===== config.mk =====
export PLATFORM = sky130hd
export DESIGN_NAME = gshare_bpu
export DESIGN_NICKNAME = d
export VERILOG_FILES = /design/src/rtl/gshare_bpu.sv
export SDC_FILE = /design/constraint.sdc
export NUM_CORES = 1
export LEC_CHECK = 0
export BUFFER_PORTS_ARGS = -buffer_cell sky130_fd_sc_hd__buf_4
export CAP_MARGIN = 5
export CORE_ASPECT_RATIO = 1.5
export CORE_MARGIN = 2
export CORE_UTILIZATION = 33
export DETAILED_ROUTE_END_ITERATION = 16
export GPL_ROUTABILITY_DRIVEN = 1
export PLACE_DENSITY = 0.59
export SLEW_MARGIN = 30
export SYNTH_ARGS = -nofsm -noshare
export SYNTH_HDL_FRONTEND = slang
export SYNTH_SLANG_ARGS = --single-unit
export TNS_END_PERCENT = 10

===== constraint.sdc =====
create_clock -name clk_i -period 7.2 [get_ports clk_i]
set_input_delay 0.72 -clock clk_i [delete_from_list [all_inputs] [get_ports clk_i]]
set_output_delay 0.72 -clock clk_i [all_outputs]
set_load 0.05 [all_outputs]

===== src/rtl/gshare_bpu.sv =====
// gshare direction predictor: PC-xor-history indexed saturating counters,
// speculative GHR with mispredict recovery, and a sequential table clear.
module gshare_bpu #(
  parameter int unsigned IDX_W    = 4,
  parameter int unsigned HIST_W   = 4,
  parameter int unsigned CTR_W    = 2,
  parameter int unsigned PC_SHIFT = 0,
  parameter int unsigned INIT     = 0
) (
  input  logic              clk_i,
  input  logic              rst_ni,
  input  logic              lookup_valid_i,
  input  logic [31:0]       lookup_pc_i,
  output logic              pred_taken_o,
  output logic [HIST_W-1:0] pred_ghr_o,
  input  logic              upd_valid_i,
  input  logic [31:0]       upd_pc_i,
  input  logic [HIST_W-1:0] upd_ghr_i,
  input  logic              upd_taken_i,
  input  logic              upd_mispredict_i,
  input  logic              clear_req_i,
  output logic              busy_o,
  output logic [HIST_W-1:0] ghr_o,
  output logic [15:0]       mispred_cnt_o
);

  localparam int unsigned DEPTH = 1 << IDX_W;
  localparam logic [CTR_W-1:0] CTR_MAX  = '1;
  localparam logic [CTR_W-1:0] CTR_INIT = CTR_W'(INIT);

  typedef enum logic {ST_IDLE, ST_CLEAR} state_e;

  state_e            state_q, state_d;
  logic [IDX_W-1:0]  ptr_q, ptr_d;
  logic [HIST_W-1:0] ghr_q, ghr_d;
  logic [15:0]       cnt_q, cnt_d;
  logic [CTR_W-1:0]  ctr_q [DEPTH];

  logic              busy;
  logic              upd_en;
  logic              pred;
  logic [IDX_W-1:0]  lk_idx, up_idx;
  logic [CTR_W-1:0]  up_old, up_new, lk_ctr;
  logic              unused_pc;

  assign busy   = (state_q == ST_CLEAR);
  assign lk_idx = lookup_pc_i[PC_SHIFT +: IDX_W] ^ IDX_W'(ghr_q);
  assign up_idx = upd_pc_i[PC_SHIFT +: IDX_W] ^ IDX_W'(upd_ghr_i);
  // A clear request in the same cycle as an update drops the update.
  assign upd_en = upd_valid_i && !busy && !clear_req_i;
  assign up_old = ctr_q[up_idx];

  always_comb begin
    up_new = up_old;
    if (upd_taken_i && up_old != CTR_MAX) begin
      up_new = up_old + CTR_W'(1);
    end else if (!upd_taken_i && up_old != '0) begin
      up_new = up_old - CTR_W'(1);
    end
  end

  // Same-cycle update to the looked-up entry is forwarded to the prediction.
  assign lk_ctr = (upd_en && up_idx == lk_idx) ? up_new : ctr_q[lk_idx];
  assign pred   = !busy && lk_ctr[CTR_W-1];

  always_comb begin
    state_d = state_q;
    ptr_d   = ptr_q;
    ghr_d   = ghr_q;
    cnt_d   = cnt_q;
    case (state_q)
      ST_IDLE: begin
        if (clear_req_i) begin
          state_d = ST_CLEAR;
          ptr_d   = '0;
          ghr_d   = '0;
        end else if (upd_en && upd_mispredict_i) begin
          ghr_d = HIST_W'({upd_ghr_i, upd_taken_i});
        end else if (lookup_valid_i) begin
          ghr_d = HIST_W'({ghr_q, pred});
        end
        if (upd_en && upd_mispredict_i && cnt_q != 16'hFFFF) begin
          cnt_d = cnt_q + 16'd1;
        end
      end
      ST_CLEAR: begin
        ptr_d = ptr_q + IDX_W'(1);
        if (ptr_q == '1) begin
          state_d = ST_IDLE;
        end
      end
      default: state_d = ST_IDLE;
    endcase
  end

  always_ff @(posedge clk_i or negedge rst_ni) begin
    if (!rst_ni) begin
      state_q <= ST_IDLE;
      ptr_q   <= '0;
      ghr_q   <= '0;
      cnt_q   <= '0;
    end else begin
      state_q <= state_d;
      ptr_q   <= ptr_d;
      ghr_q   <= ghr_d;
      cnt_q   <= cnt_d;
    end
  end

  always_ff @(posedge clk_i or negedge rst_ni) begin
    if (!rst_ni) begin
      for (int unsigned i = 0; i < DEPTH; i++) begin
        ctr_q[i] <= CTR_INIT;
      end
    end else if (busy) begin
      ctr_q[ptr_q] <= CTR_INIT;
    end else if (upd_en) begin
      ctr_q[up_idx] <= up_new;
    end
  end

  assign unused_pc     = ^{lookup_pc_i, upd_pc_i};
  assign pred_taken_o  = pred;
  assign pred_ghr_o    = ghr_q;
  assign ghr_o         = ghr_q;
  assign busy_o        = busy;
  assign mispred_cnt_o = cnt_q;

endmodule


==> results.md, run 1 <==
- The run finished with clean final reports.
- The synthesized area divided by synthesized cell count is 10.0 µm².
- Measured against its own limit, the worst slew margin works out to 47.2%.
- Counting every instance in the synthesized netlist gives 343.
- After synthesis, the cell types taking the most area are sky130_fd_sc_hd__dfrtp_1 (42%), sky130_fd_sc_hd__mux4_2 (6.6%), sky130_fd_sc_hd__mux2i_1 (6.4%), sky130_fd_sc_hd__nand2_1 (6.0%), sky130_fd_sc_hd__xnor2_1 (4.8%).
- The level count of the clock H-tree is 3.
- The cell at the slowest stage of the critical path is sky130_fd_sc_hd__mux4_2.
- The clock drives 57 sinks.
- The TritonCTS clock tree is built.
- The total overflow left after global routing is 0.
- The count of buffers added on input and output ports is 44.
- The total count of max-transition violations in the final report is 0.
- Setup repair after global routing left no endpoint under its margin.
- The total of endpoints with negative setup slack in the final report is 0.
- The least setup slack across all paths after layout is 2540 ps.
- In this run the horizontal extent of the chip is 87.3 µm.
- The total core area is 10100 µm².
- Of the total power, the clock network draws 33.0%.
- The register bit count reported by yosys is 57.
- The die is 129 µm tall.
- The maximum net fanout on the critical path is 8.
- The clock latency on the worst-skew pair is 330 ps.
- Counting instances in the post-synthesis netlist gives the leading cell types as sky130_fd_sc_hd__dfrtp_1 (57), sky130_fd_sc_hd__nand2_1 (55), sky130_fd_sc_hd__nand3_1 (28), sky130_fd_sc_hd__nor2_1 (25), sky130_fd_sc_hd__mux2i_1 (22).
- Max-cap violations in this run came to 0.
- The power share of the sequential group is 30.4%.
- The final number of hold-violating endpoints was 0.
- For this run, the number of Yosys warnings is 0.
- Across every metal layer, demand over resource in global routing totals 17.2%.
- VDD sags by at most 0.193 mV.
- The maximum clock rate is 215 MHz.
- The final critical path takes up 64.7% of the cycle.
- The critical path endpoint category is an output pin.
- The number of enable flip-flop cells after synthesis is 0.
- In the synthesized netlist the dominant register cell turns out to be sky130_fd_sc_hd__dfrtp_1.
- The buffer levels on the longest clock path is 2.
- The detailed-routing iteration count for the pre-antenna-repair pass is 5.
- After clock tree synthesis, the clock-pin slew on the worst setup and hold paths is 50 ps.
- Detailed routing inserted a total of 2765 vias.
- The final wirelength is 9030 µm.
- After detailed routing, the average wire length per cell comes to 17.7 µm.
- Walking the worst path, the cells encountered are buf_4 -> xor2_2 -> mux4_2 -> mux2i_1 -> nor2_1 -> or2_2 -> ha_1 -> nor2_1 -> a311o_1 -> a21oi_1 -> o31a_1 -> nor2_1 -> buf_4.
- The last weighted congestion value of the routability-driven placer is 0.820.
- The count of nets left with antenna violations after detail routing is 0.
- In this run the cell area of the synthesized design comes to 3430 µm².
- The DRC violations left is 0.
- Of the cells placed in the final design, the portion with a size suffix greater than 1 is 22.1%.
- OpenSTA, run right after detailed placement, puts the worst setup slack at 2550 ps.
- The initialized floorplan defines 45 standard-cell rows.
- The initial core utilization is 33.9%.
- The clock period minus worst slack is 4660 ps.
- The CTS buffer count is 9.
- The most common cell in the synthesized netlist is sky130_fd_sc_hd__dfrtp_1.
- After the first detailed-routing iteration, the DRC count stood at 144.
- The net switching share of the total power is 37.2%.
- Across the routed clock network, the largest skew measured is 6.27 ps.
- The largest net degree at the start of global routing is 58.
- The critical path required time is 6480 ps.
- Final hold analysis gives a worst-case slack of 440 ps.
- The number of distinct library cells after synthesis is 44.
- Buffers added to address setup during post-CTS repair amount to 0.
- The HPWL reported at the end of detailed placement is 6830 µm.
- The static power due to leakage is 1.85 nW.
- The nature of the critical path startpoint is an input pin.
- For this design the total switching power over the nets is 607 µW.
- The setup TNS is 0 ps.
- The share of the yosys chip area belonging to registers is 41.6%.
- The arrival time reported for the critical path endpoint is 3940 ps.
- The type of the worst setup path is in2out.
- The number of antenna diodes in the final layout is 0.
- The number of gates resized after cts is 0.
- The power share of the combinational group is 36.6%.
- The post-synthesis net count is 425.
- The power density of the placed cells is 385 nW/µm².
- Cell internal power was estimated by the tool at 1.02 mW.
- The root buffer cell is sky130_fd_sc_hd__clkbuf_16.
- The first global-routing pass estimated 14700 µm of wire.
- The min-delay analysis places its worst path in the category in2async.
- The standard cell area after detailed placement is 3860 µm².
- The via count of the first global-routing pass is 2814.
- The number of antenna violations at the first check in global routing is 0.
- The number of I/O pins is 101.
- The number of buffers inserted by hold repair at cts is 0.
- The area of all placed cells without fillers is 4240 µm².
- In this design, the critical path's most frequently occurring cell is sky130_fd_sc_hd__nor2_1.
- Of all cell types, the one taking the most synthesized area is sky130_fd_sc_hd__dfrtp_1.
- For the pin with the worst max-slew slack, the measured transition is 787 ps.
- The post-synthesis to final-layout area growth is 23.5%.
- The area share of the largest cell type after synthesis is 41.6%.
- The share of synthesized flip-flops with an asynchronous set or reset is 100%.
- The final net count is 471.
- The area enclosed by the die boundary is 11200 µm².
- After detailed routing, the number of vias per cell comes to 5.41.
- In this design, the stage delay of the slowest critical-path cell is 580 ps.
## critical path: cells and delay by family
kind / cells / cell delay, ps
compound gates: 3 / 650
xor+xnor: 1 / 530
fa+ha+maj: 1 / 300
buf+inv: 2 / 340
mux: 2 / 880
simple gates: 4 / 510
## per-stage QoR
step / instances / power [mW] / utilization, %
finish: 511 / 1.63 / 41.8
global placement: 495 / 1.08 / 38.0
CTS: 511 / 1.64 / 41.8
floorplan: 343 / 0.931 / -
detailed placement: 495 / 1.10 / 38.0
global route: 511 / 1.72 / 41.8
## per-layer routing
metal / routed length, µm / part of all wire (%) / vias to the layer above / GRT usage, %
li1: - / - / 1319 / -
met5: 0 / 0 / - / 0
met4: 308 / 3.4 / 0 / 8.42
met3: 288 / 3.2 / 22 / 3.46
met2: 4860 / 54 / 60 / 29.4
met1: 3570 / 40 / 1364 / 20.2
## cells by family after synthesis
| family | Yosys count | synth area share (%) |
|---|---|---|
| and+or+nand+nor | 134 | 17.6 |
| DFF | 57 | 41.6 |
| AOI/OAI and AO/OA | 56 | 12.6 |
| muxes | 34 | 13.6 |
| xor gates and xnor gates | 33 | 8.86 |
| buffers and inverters | 22 | 3.17 |
| adders and majority gates | 7 | 2.55 |
## power groups by stage
stage / sequential, mW / clock, mW / combinational (mW)
floorplan: 0.518 / 0 / 0.413
global placement: 0.493 / 0 / 0.589
detailed placement: 0.498 / 0 / 0.600
CTS: 0.494 / 0.547 / 0.601
global route: 0.509 / 0.558 / 0.652
finish: 0.496 / 0.537 / 0.598
## layout make-up
| type | count | area [µm²] |
|---|---|---|
| well taps | 117 | 146 |
| flip-flops and latches | 57 | 1430 |
| repair buffers | 46 | 345 |
| fillers | 1006 | 5900 |
| multi-input cells | 264 | 1900 |
| inverters | 11 | 41.3 |
| clock buffers | 11 | 253 |
| clock inverters | 5 | 125 |
## flip-flops by register name, indices dropped and copies added, names as in the netlist
signal	cells
ghr_o	4
busy_o	1
mispred_cnt_o	16
ptr_q	4
ctr_q	32
## cells in the final DEF, fill, tap and decap left out, types with 3 or more instances in the layout
| cell type | n |
|---|---|
| sky130_fd_sc_hd__xnor2_1 | 19 |
| sky130_fd_sc_hd__buf_4 | 46 |
| sky130_fd_sc_hd__ha_1 | 7 |
| sky130_fd_sc_hd__and3_1 | 5 |
| sky130_fd_sc_hd__clkbuf_16 | 9 |
| sky130_fd_sc_hd__xor2_1 | 12 |
| sky130_fd_sc_hd__dfrtp_1 | 57 |
| sky130_fd_sc_hd__o21ai_0 | 7 |
| sky130_fd_sc_hd__mux2i_1 | 22 |
| sky130_fd_sc_hd__mux4_2 | 10 |
| sky130_fd_sc_hd__nor3_1 | 8 |
| sky130_fd_sc_hd__o21ai_1 | 7 |
| sky130_fd_sc_hd__nor2_1 | 25 |
| sky130_fd_sc_hd__o221ai_2 | 5 |
| sky130_fd_sc_hd__a21oi_1 | 13 |
| sky130_fd_sc_hd__nand3_1 | 28 |
| sky130_fd_sc_hd__inv_1 | 11 |
| sky130_fd_sc_hd__nand4_1 | 3 |
| sky130_fd_sc_hd__bufinv_16 | 4 |
| sky130_fd_sc_hd__o22a_1 | 8 |
| sky130_fd_sc_hd__nand2_1 | 55 |
| sky130_fd_sc_hd__o31ai_1 | 4 |
## path summary, 6_finish.rpt
path                                              start  cells after the start  slack [ps]                      endpoint
max                                        upd_ghr_i[1]                     13        2540                  pred_taken_o
min                                              rst_ni                      1         440         ctr_q[27]$_DFFE_PN0P_
max reg2reg                       ctr_q[17]$_DFFE_PN0P_                     10        3950         ctr_q[29]$_DFFE_PN0P_
min reg2reg                mispred_cnt_o[5]$_DFFE_PN0P_                      1         490  mispred_cnt_o[5]$_DFFE_PN0P_
max in group asynchronous                        rst_ni                      1        6240         ctr_q[10]$_DFFE_PN0P_
min in group clk_i         mispred_cnt_o[5]$_DFFE_PN0P_                      1         490  mispred_cnt_o[5]$_DFFE_PN0P_
Note: power is estimated with default switching activity, not from simulation.
==> inputs of run 2 (changes only) <==
- clock period: 7.2 -> 4.8 ns (I/O delays scaled with it)
==> run 2 against run 1 <==
Against the previous run:
- worst setup slack got worse by 1900 ps
- final area decreased by 0.71%
- clock-buffer cell count unchanged
- largest power group unchanged
==> results.md, run 2 (synthesis results as in run 1) <==
- The flow ran to the end, and the final reports show no timing, DRC or antenna violations.
- The total count of max-transition violations in the final report is 0 (unchanged).
- The number of buffer and inverter stages on the critical path is 2 (unchanged).
- The number of buffers inserted by hold repair at cts is 0 (unchanged).
- The final critical path takes up 87.3% of the cycle.
- The number of antenna violations at the first check in global routing is 0 (unchanged).
- The cell with the most instances on the worst path is sky130_fd_sc_hd__nor2_1.
- The last weighted congestion value of the routability-driven placer came to 0.845 (+3.1%).
- The minimum hold slack is 193 ps (-247 ps).
- The critical path goes through buf_4 -> xor2_2 -> mux4_2 -> mux2i_1 -> nor2_1 -> or2_2 -> ha_1 -> nor2_1 -> a311o_1 -> a21oi_1 -> o31a_1 -> nor2_1 -> buf_4.
- The largest register by flop count is ctr_q.
- The wire length of the first global-routing pass is 14800 µm (+1.2%).
- The final wirelength was 9010 µm (-0.25%).
- The via count of the first global-routing pass was 2878 (+2.3%).
- The detailed-routing iteration count for the pre-antenna-repair pass was 4 (-1).
- The critical path depth is 13 (unchanged).
- The die height was 129 µm (unchanged).
- The cell family contributing the most delay on the critical path is multiplexers.
- The initial core utilization is 33.9% (unchanged).
- The worst clock skew on the final layout is 3.86 ps (-2.41 ps).
- The worst-case vdd ir drop came to 0.353 mV (+83%).
- The measured slew at the worst slew-check pin was 916 ps (+130 ps).
- The largest net degree at the start of global routing was 58 (unchanged).
- The post-placement setup slack is 628 ps (-1930 ps).
- The wire length per cell after detailed routing came to 17.6 µm (-0.45%).
- The HPWL reported at the end of detailed placement came to 6810 µm (-0.25%).
- The critical path required time came to 4320 ps (-2160 ps).
- The buffer levels on the longest clock path is 2 (unchanged).
- The capture point of the worst reg-to-reg path is ctr_q[17]$_DFFE_PN0P_.
- The horizontal extent of the die came to 87.3 µm (unchanged).
- The DRC violations left came to 0 (unchanged).
- The root buffer cell is sky130_fd_sc_hd__clkbuf_16.
- The final number of hold-violating endpoints was 0 (unchanged).
- The final standard cell count with taps included and fillers excluded is 512 (+0.20%).
- In the layout the commonest cells are sky130_fd_sc_hd__dfrtp_1 (57), sky130_fd_sc_hd__nand2_1 (55), sky130_fd_sc_hd__buf_4 (47).
- The cell count of the worst reg-to-reg path was 11 (+1).
- Following the worst setup path forward leads to its endpoint at pred_taken_o.
- The clock period minus worst slack is 4190 ps.
- The min-delay analysis places its worst path in the category in2async.
- The total routing resource utilization after global routing is 17.4% (+0.26 points).
- The cell at the slowest stage of the critical path is sky130_fd_sc_hd__mux4_2.
- The total core area was 10100 µm² (unchanged).
- The number of standard-cell rows in the floorplan is 45 (unchanged).
- The power density of the placed cells is 567 nW/µm² (+47%).
- The minimum setup slack among reg-to-reg paths is 1460 ps (-2490 ps).
- The CTS buffer count is 9 (unchanged).
- The critical path is of the in2out type.
- The number of buffer cells added on primary ports is 44 (unchanged).
- The TritonCTS clock tree is built.
- The number of flip-flops under the largest register name is 32 (unchanged).
- The wire length on met2 is 4710 µm (-3.1%).
- The library cell used most frequently in the layout, excluding fill and tap cells, is sky130_fd_sc_hd__dfrtp_1.
- The worst slew margin relative to its limit is 38.8% (-8.4 points).
- The buffer count from post-CTS setup fixing came to 0 (unchanged).
- The post-CTS clock slew at the launch and capture registers of the worst setup and hold paths is 50 ps (about the same).
- The total of endpoints with negative setup slack in the final report is 0 (unchanged).
- Based on the critical path, the design can be clocked at up to 239 MHz.
- The least setup slack across all paths after layout is 609 ps (-1930 ps).
- Setup repair after global routing left no endpoint under its margin.
- The number of maximum-capacitance constraint violations was 0 (unchanged).
- The final net count is 472 (+0.21%).
- The maximum net fanout on the critical path came to 8 (unchanged).
- The proportion of layout cells with a drive suffix above 1 was 21.8% (-0.31 points).
- The highest metal layer carrying signal wires in the routed design is met4.
- The level count of the clock H-tree is 3 (unchanged).
- The clock latency on the worst-skew pair is 340 ps (about the same).
- The static power due to leakage is 1.83 nW (-0.96%).
- The cell total after placement is 496 (+0.20%).
- The via density per instance is 5.45 (+0.71%).
- The count of nets left with antenna violations after detail routing is 0 (unchanged).
- The area enclosed by the die boundary is 11200 µm² (unchanged).
- The iteration-0 DRC count of the detailed router is 184 (+28%).
- The worst reg2reg path startpoint is ctr_q[8]$_DFFE_PN0P_.
- The critical path starts at upd_ghr_i[1].
- STA classifies the critical path endpoint as an output pin.
- The number of gates resized after cts came to 0 (unchanged).
- The arrival time reported for the critical path endpoint came to 3710 ps (-230 ps).
- The number of I/O pins is 101 (unchanged).
- The setup TNS is 0 ps (unchanged).
- The final antenna diode count is 0 (unchanged).
- The routed length on met3 is 349 µm (+21%).
- Relative to the synthesized area, the layout overhead comes to 22.6%.
- The total number of vias was 2790 (+0.90%).
- The wire length the detailed router placed on met1 is 3490 µm (-2.3%).
- The number of fillers in the final layout is 1002 (-0.40%).
- The residual overflow from global routing is 0 (unchanged).
- The delay of the slowest cell on the worst path is 570 ps (about the same).
- The number of sinks handled by clock tree synthesis is 57 (unchanged).
- The nature of the critical path startpoint is an input pin.
run 2: changes by cell type in the layout (fill, tap and decap cells not counted), sizes merged:
cell | previous run | this run
bufinv | 4 | 3
clkinvlp | 0 | 1
buf | 46 | 47
run 2: cell type report:
type	instances	area, µm²	share of cell area [%]
clock buffers	11	243	5.77
clock inverters	5	103	2.44
inverters	11	41.3	0.981
multi-input cells	264	1900	45.1
flip-flops and latches	57	1430	33.9
well taps	117	146	3.48
repair buffers	47	353	8.38
run 2: routing by layer:
metal,vias up,global-route usage (%)
met4,0,11.6
li1,1317,-
met5,-,0
met2,83,29.2
met3,28,2.82
met1,1362,20.1
run 2: stage by stage:
stage	utilization [%]	instance area (µm²)	power (mW)
after CTS	41.5	4210	2.40
after detailed placement	38.1	3860	1.65
after global routing	41.5	4210	2.53
after global placement	38.1	3860	1.62
after floorplan	-	3430	1.40
final	41.5	4210	2.39
run 2: how the worst min path moves through the flow:
stage	startpoint	end	slack, ps	depth (start not counted)
2_1_floorplan	rst_ni	busy_o$_DFF_PN0_	180	0
6_report	rst_ni	ctr_q[22]$_DFFE_PN0P_	190	1
4_1_cts	rst_ni	ctr_q[22]$_DFFE_PN0P_	230	1
3_3_place_gp	mispred_cnt_o[12]$_DFFE_PN0P_	mispred_cnt_o[12]$_DFFE_PN0P_	480	1
5_1_grt	rst_ni	ctr_q[22]$_DFFE_PN0P_	260	1
3_5_place_dp	mispred_cnt_o[5]$_DFFE_PN0P_	mispred_cnt_o[5]$_DFFE_PN0P_	480	1
run 2: where the power goes:
group          internal, mW  switching, mW
Clock                 0.520          0.224
Sequential            0.607          0.135
Combinational         0.343          0.558
==> inputs of run 3 (changes only) <==
- CORE_ASPECT_RATIO: 1.5 -> 0.9
==> run 3 against run 2 <==
Against the previous run:
- wire length increased by 1.3%
- via count increased by 0.86%
- largest cell class unchanged
- clock power decreased by 22%
- first-iteration DRC count increased by 6.0%
- worst setup slack improved by 220 ps
- sequential power about the same
- final cell count increased by 2.5%
- hold slack improved by 22 ps
==> results.md, run 3 (synthesis results as in run 1) <==
- The worst slew margin relative to its limit came to 43.1% (+4.3 points).
- The clock period minus worst slack is 3980 ps (-215 ps).
- The wire length of the first global-routing pass was 14500 µm (-2.2%).
- The maximum net fanout on the critical path is 6 (-2).
- The detailed-routing iteration count for the pre-antenna-repair pass came to 4 (unchanged).
- Traced cell by cell, the critical path runs through buf_4 -> xor2_2 -> buf_4 -> mux4_2 -> nand2_1 -> o31ai_1 -> nor3_1 -> inv_1 -> ha_1 -> nor2_1 -> a311o_1 -> a21oi_1 -> o31a_1 -> nor2_1 -> buf_4.
- The final period utilization was 82.8% (-4.5 points).
- The total of endpoints with negative setup slack in the final report is 0 (unchanged).
- The number of buffer cells added on primary ports came to 44 (unchanged).
- The iteration-0 DRC count of the detailed router is 195 (+6.0%).
- The worst setup path is captured at an output pin.
- The number of buffers inserted by hold repair at cts came to 0 (unchanged).
- The worst-case vdd ir drop is 0.290 mV (-18%).
- The DRC violations left is 0 (unchanged).
- The delay of the slowest cell on the worst path is 430 ps (-140 ps).
- The wire length on met2 is 4290 µm (-9.1%).
- The top routing layer in use is met4.
- The last weighted congestion value of the routability-driven placer is 0.851 (+0.70%).
- The count of nets left with antenna violations after detail routing came to 0 (unchanged).
- Leaving out fill and tap cells, the most frequent cell in the layout is sky130_fd_sc_hd__dfrtp_1.
- The measured slew at the worst slew-check pin is 848 ps (-68.5 ps).
- In this run the clock root is driven by a sky130_fd_sc_hd__clkbuf_16.
- The number of flip-flops under the largest register name was 32 (unchanged).
- The total core area is 10200 µm² (+0.68%).
- The arrival time reported for the critical path endpoint is 3500 ps (-210 ps).
- In the layout the commonest cells are sky130_fd_sc_hd__dfrtp_1 (57), sky130_fd_sc_hd__nand2_1 (55), sky130_fd_sc_hd__buf_4 (48).
- The residual overflow from global routing is 0 (unchanged).
- The largest individual stage delay along the critical path comes from the cell sky130_fd_sc_hd__xor2_2.
- The via density per instance came to 5.36 (-1.6%).
- The final wirelength came to 9120 µm (+1.3%).
- The least setup slack across all paths after layout is 825 ps (+215 ps).
- The final number of hold-violating endpoints is 0 (unchanged).
- The total routing resource utilization after global routing was 16.6% (-0.79 points).
- The post-CTS clock slew at the launch and capture registers of the worst setup and hold paths is 50 ps (about the same).
- The largest net degree at the start of global routing is 58 (unchanged).
- The worst clock skew on the final layout is 5.74 ps (+1.88 ps).
- The setup TNS is 0 ps (unchanged).
- The final antenna diode count is 0 (unchanged).
- The clock latency on the worst-skew pair was 330 ps (about the same).
- The number of antenna violations at the first check in global routing is 0 (unchanged).
- The cell with the most instances on the worst path is sky130_fd_sc_hd__buf_4.
- The wire length the detailed router placed on met1 is 4040 µm (+16%).
- The final net count is 473 (+0.21%).
- The proportion of layout cells with a drive suffix above 1 is 22.2% (+0.45 points).
- The maximum clock rate was 252 MHz (+5.4%).
- The buffer levels on the longest clock path was 2 (unchanged).
- The level count of the clock H-tree was 3 (unchanged).
- The die height is 101 µm (-22%).
- Setup repair after global routing left no endpoint under its margin.
- The horizontal extent of the die came to 111 µm (+28%).
- The run finished with clean final reports.
- The HPWL reported at the end of detailed placement is 6560 µm (-3.7%).
- The wire length per cell after detailed routing is 17.4 µm (-1.2%).
- The power density of the placed cells is 535 nW/µm² (-5.6%).
- The critical path required time is 4320 ps (about the same).
- Ranked by flip-flop count, first place goes to ctr_q.
- The number of standard-cell rows in the floorplan is 35 (-22%).
- The post-placement setup slack is 827 ps (+199 ps).
- The total count of max-transition violations in the final report was 0 (unchanged).
- The via count of the first global-routing pass was 2718 (-5.6%).
- The worst setup path is launched from an input pin.
- The tightest min-delay check is of the in2async type.
- Relative to the synthesized area, the layout overhead comes to 21.1%.
- The number of I/O pins is 101 (unchanged).
- By startpoint and endpoint, the worst setup path is classified as in2out.
- The area enclosed by the die boundary is 11200 µm² (-0.14%).
- The static power due to leakage is 1.80 nW (-1.6%).
- The initial core utilization is 33.6% (-0.23 points).
- The buffer count from post-CTS setup fixing is 0 (unchanged).
- TritonCTS built the clock tree.
- The number of maximum-capacitance constraint violations is 0 (unchanged).
- The number of sinks handled by clock tree synthesis is 57 (unchanged).
- The final standard cell utilization of the core is 40.7% (-0.81 points).
- The number of gates resized after cts came to 0 (unchanged).
- The CTS buffer count is 9 (unchanged).
- The routed length on met3 is 672 µm (+93%).
- The total number of vias came to 2814 (+0.86%).
-- run 3: cell types whose count changed in the layout (fill, tap and decap cells not counted) --
cell	before	now
sky130_fd_sc_hd__nor3b_1	1	0
sky130_fd_sc_hd__nor3b_2	0	1
sky130_fd_sc_hd__bufinv_16	3	0
sky130_fd_sc_hd__clkbuf_8	1	0
sky130_fd_sc_hd__clkinv_2	1	4
sky130_fd_sc_hd__buf_4	47	48
sky130_fd_sc_hd__clkinvlp_4	1	2
-- run 3: path summary, 6_finish.rpt --
path / from / to / slack [ps] / cells after the start
setup reg to reg: ctr_q[10]$_DFFE_PN0P_ / ctr_q[5]$_DFFE_PN0P_ / 1580 / 11
max in group asynchronous: rst_ni / ghr_o[2]$_DFFE_PN0P_ / 4070 / 1
min in group clk_i: upd_ghr_i[0] / ghr_o[1]$_DFFE_PN0P_ / 480 / 3
setup / recovery: upd_ghr_i[1] / pred_taken_o / 820 / 15
hold / removal: rst_ni / ctr_q[25]$_DFFE_PN0P_ / 210 / 1
hold reg to reg: mispred_cnt_o[5]$_DFFE_PN0P_ / mispred_cnt_o[5]$_DFFE_PN0P_ / 490 / 1
-- run 3: report_power, final --
part / internal (mW) / switching, mW / leakage, nW
sequential: 0.606 / 0.136 / 0.765
combinational: 0.345 / 0.557 / 0.911
clock: 0.345 / 0.234 / 0.128
-- run 3: worst max-delay path, delay by kind of cell --
kind | cells | cell delay [ps]
simple gates | 4 | 560
mux | 1 | 300
fa+ha+maj | 1 | 300
xor+xnor | 1 | 430
compound gates | 4 | 770
buf+inv | 4 | 650
-- run 3: cell type report --
type	instances	area, µm²
inverter	11	41.3
tap	129	161
sequential	57	1430
timing repair buffer	48	360
fill	1027	6050
multi-input combinational	264	1900
clock inverter	6	35.0
clock buffer	10	229
-- run 3: metrics by stage --
step / area, µm² / hold slack (ps) / std cells / power [mW]
2_1_floorplan: 3430 / 184 / 343 / 1.40
3_3_place_gp: 3890 / 483 / 509 / 1.63
3_5_place_dp: 3890 / 485 / 509 / 1.65
4_1_cts: 4160 / 252 / 525 / 2.24
5_1_grt: 4160 / 284 / 525 / 2.36
6_report: 4160 / 215 / 525 / 2.22
-- run 3: per-layer routing --
layer / up-vias / track usage (%)
li1: 1321 / -
met1: 1386 / 22.3
met2: 98 / 26.1
met3: 9 / 4.63
met4: 0 / 5.98
met5: - / 0
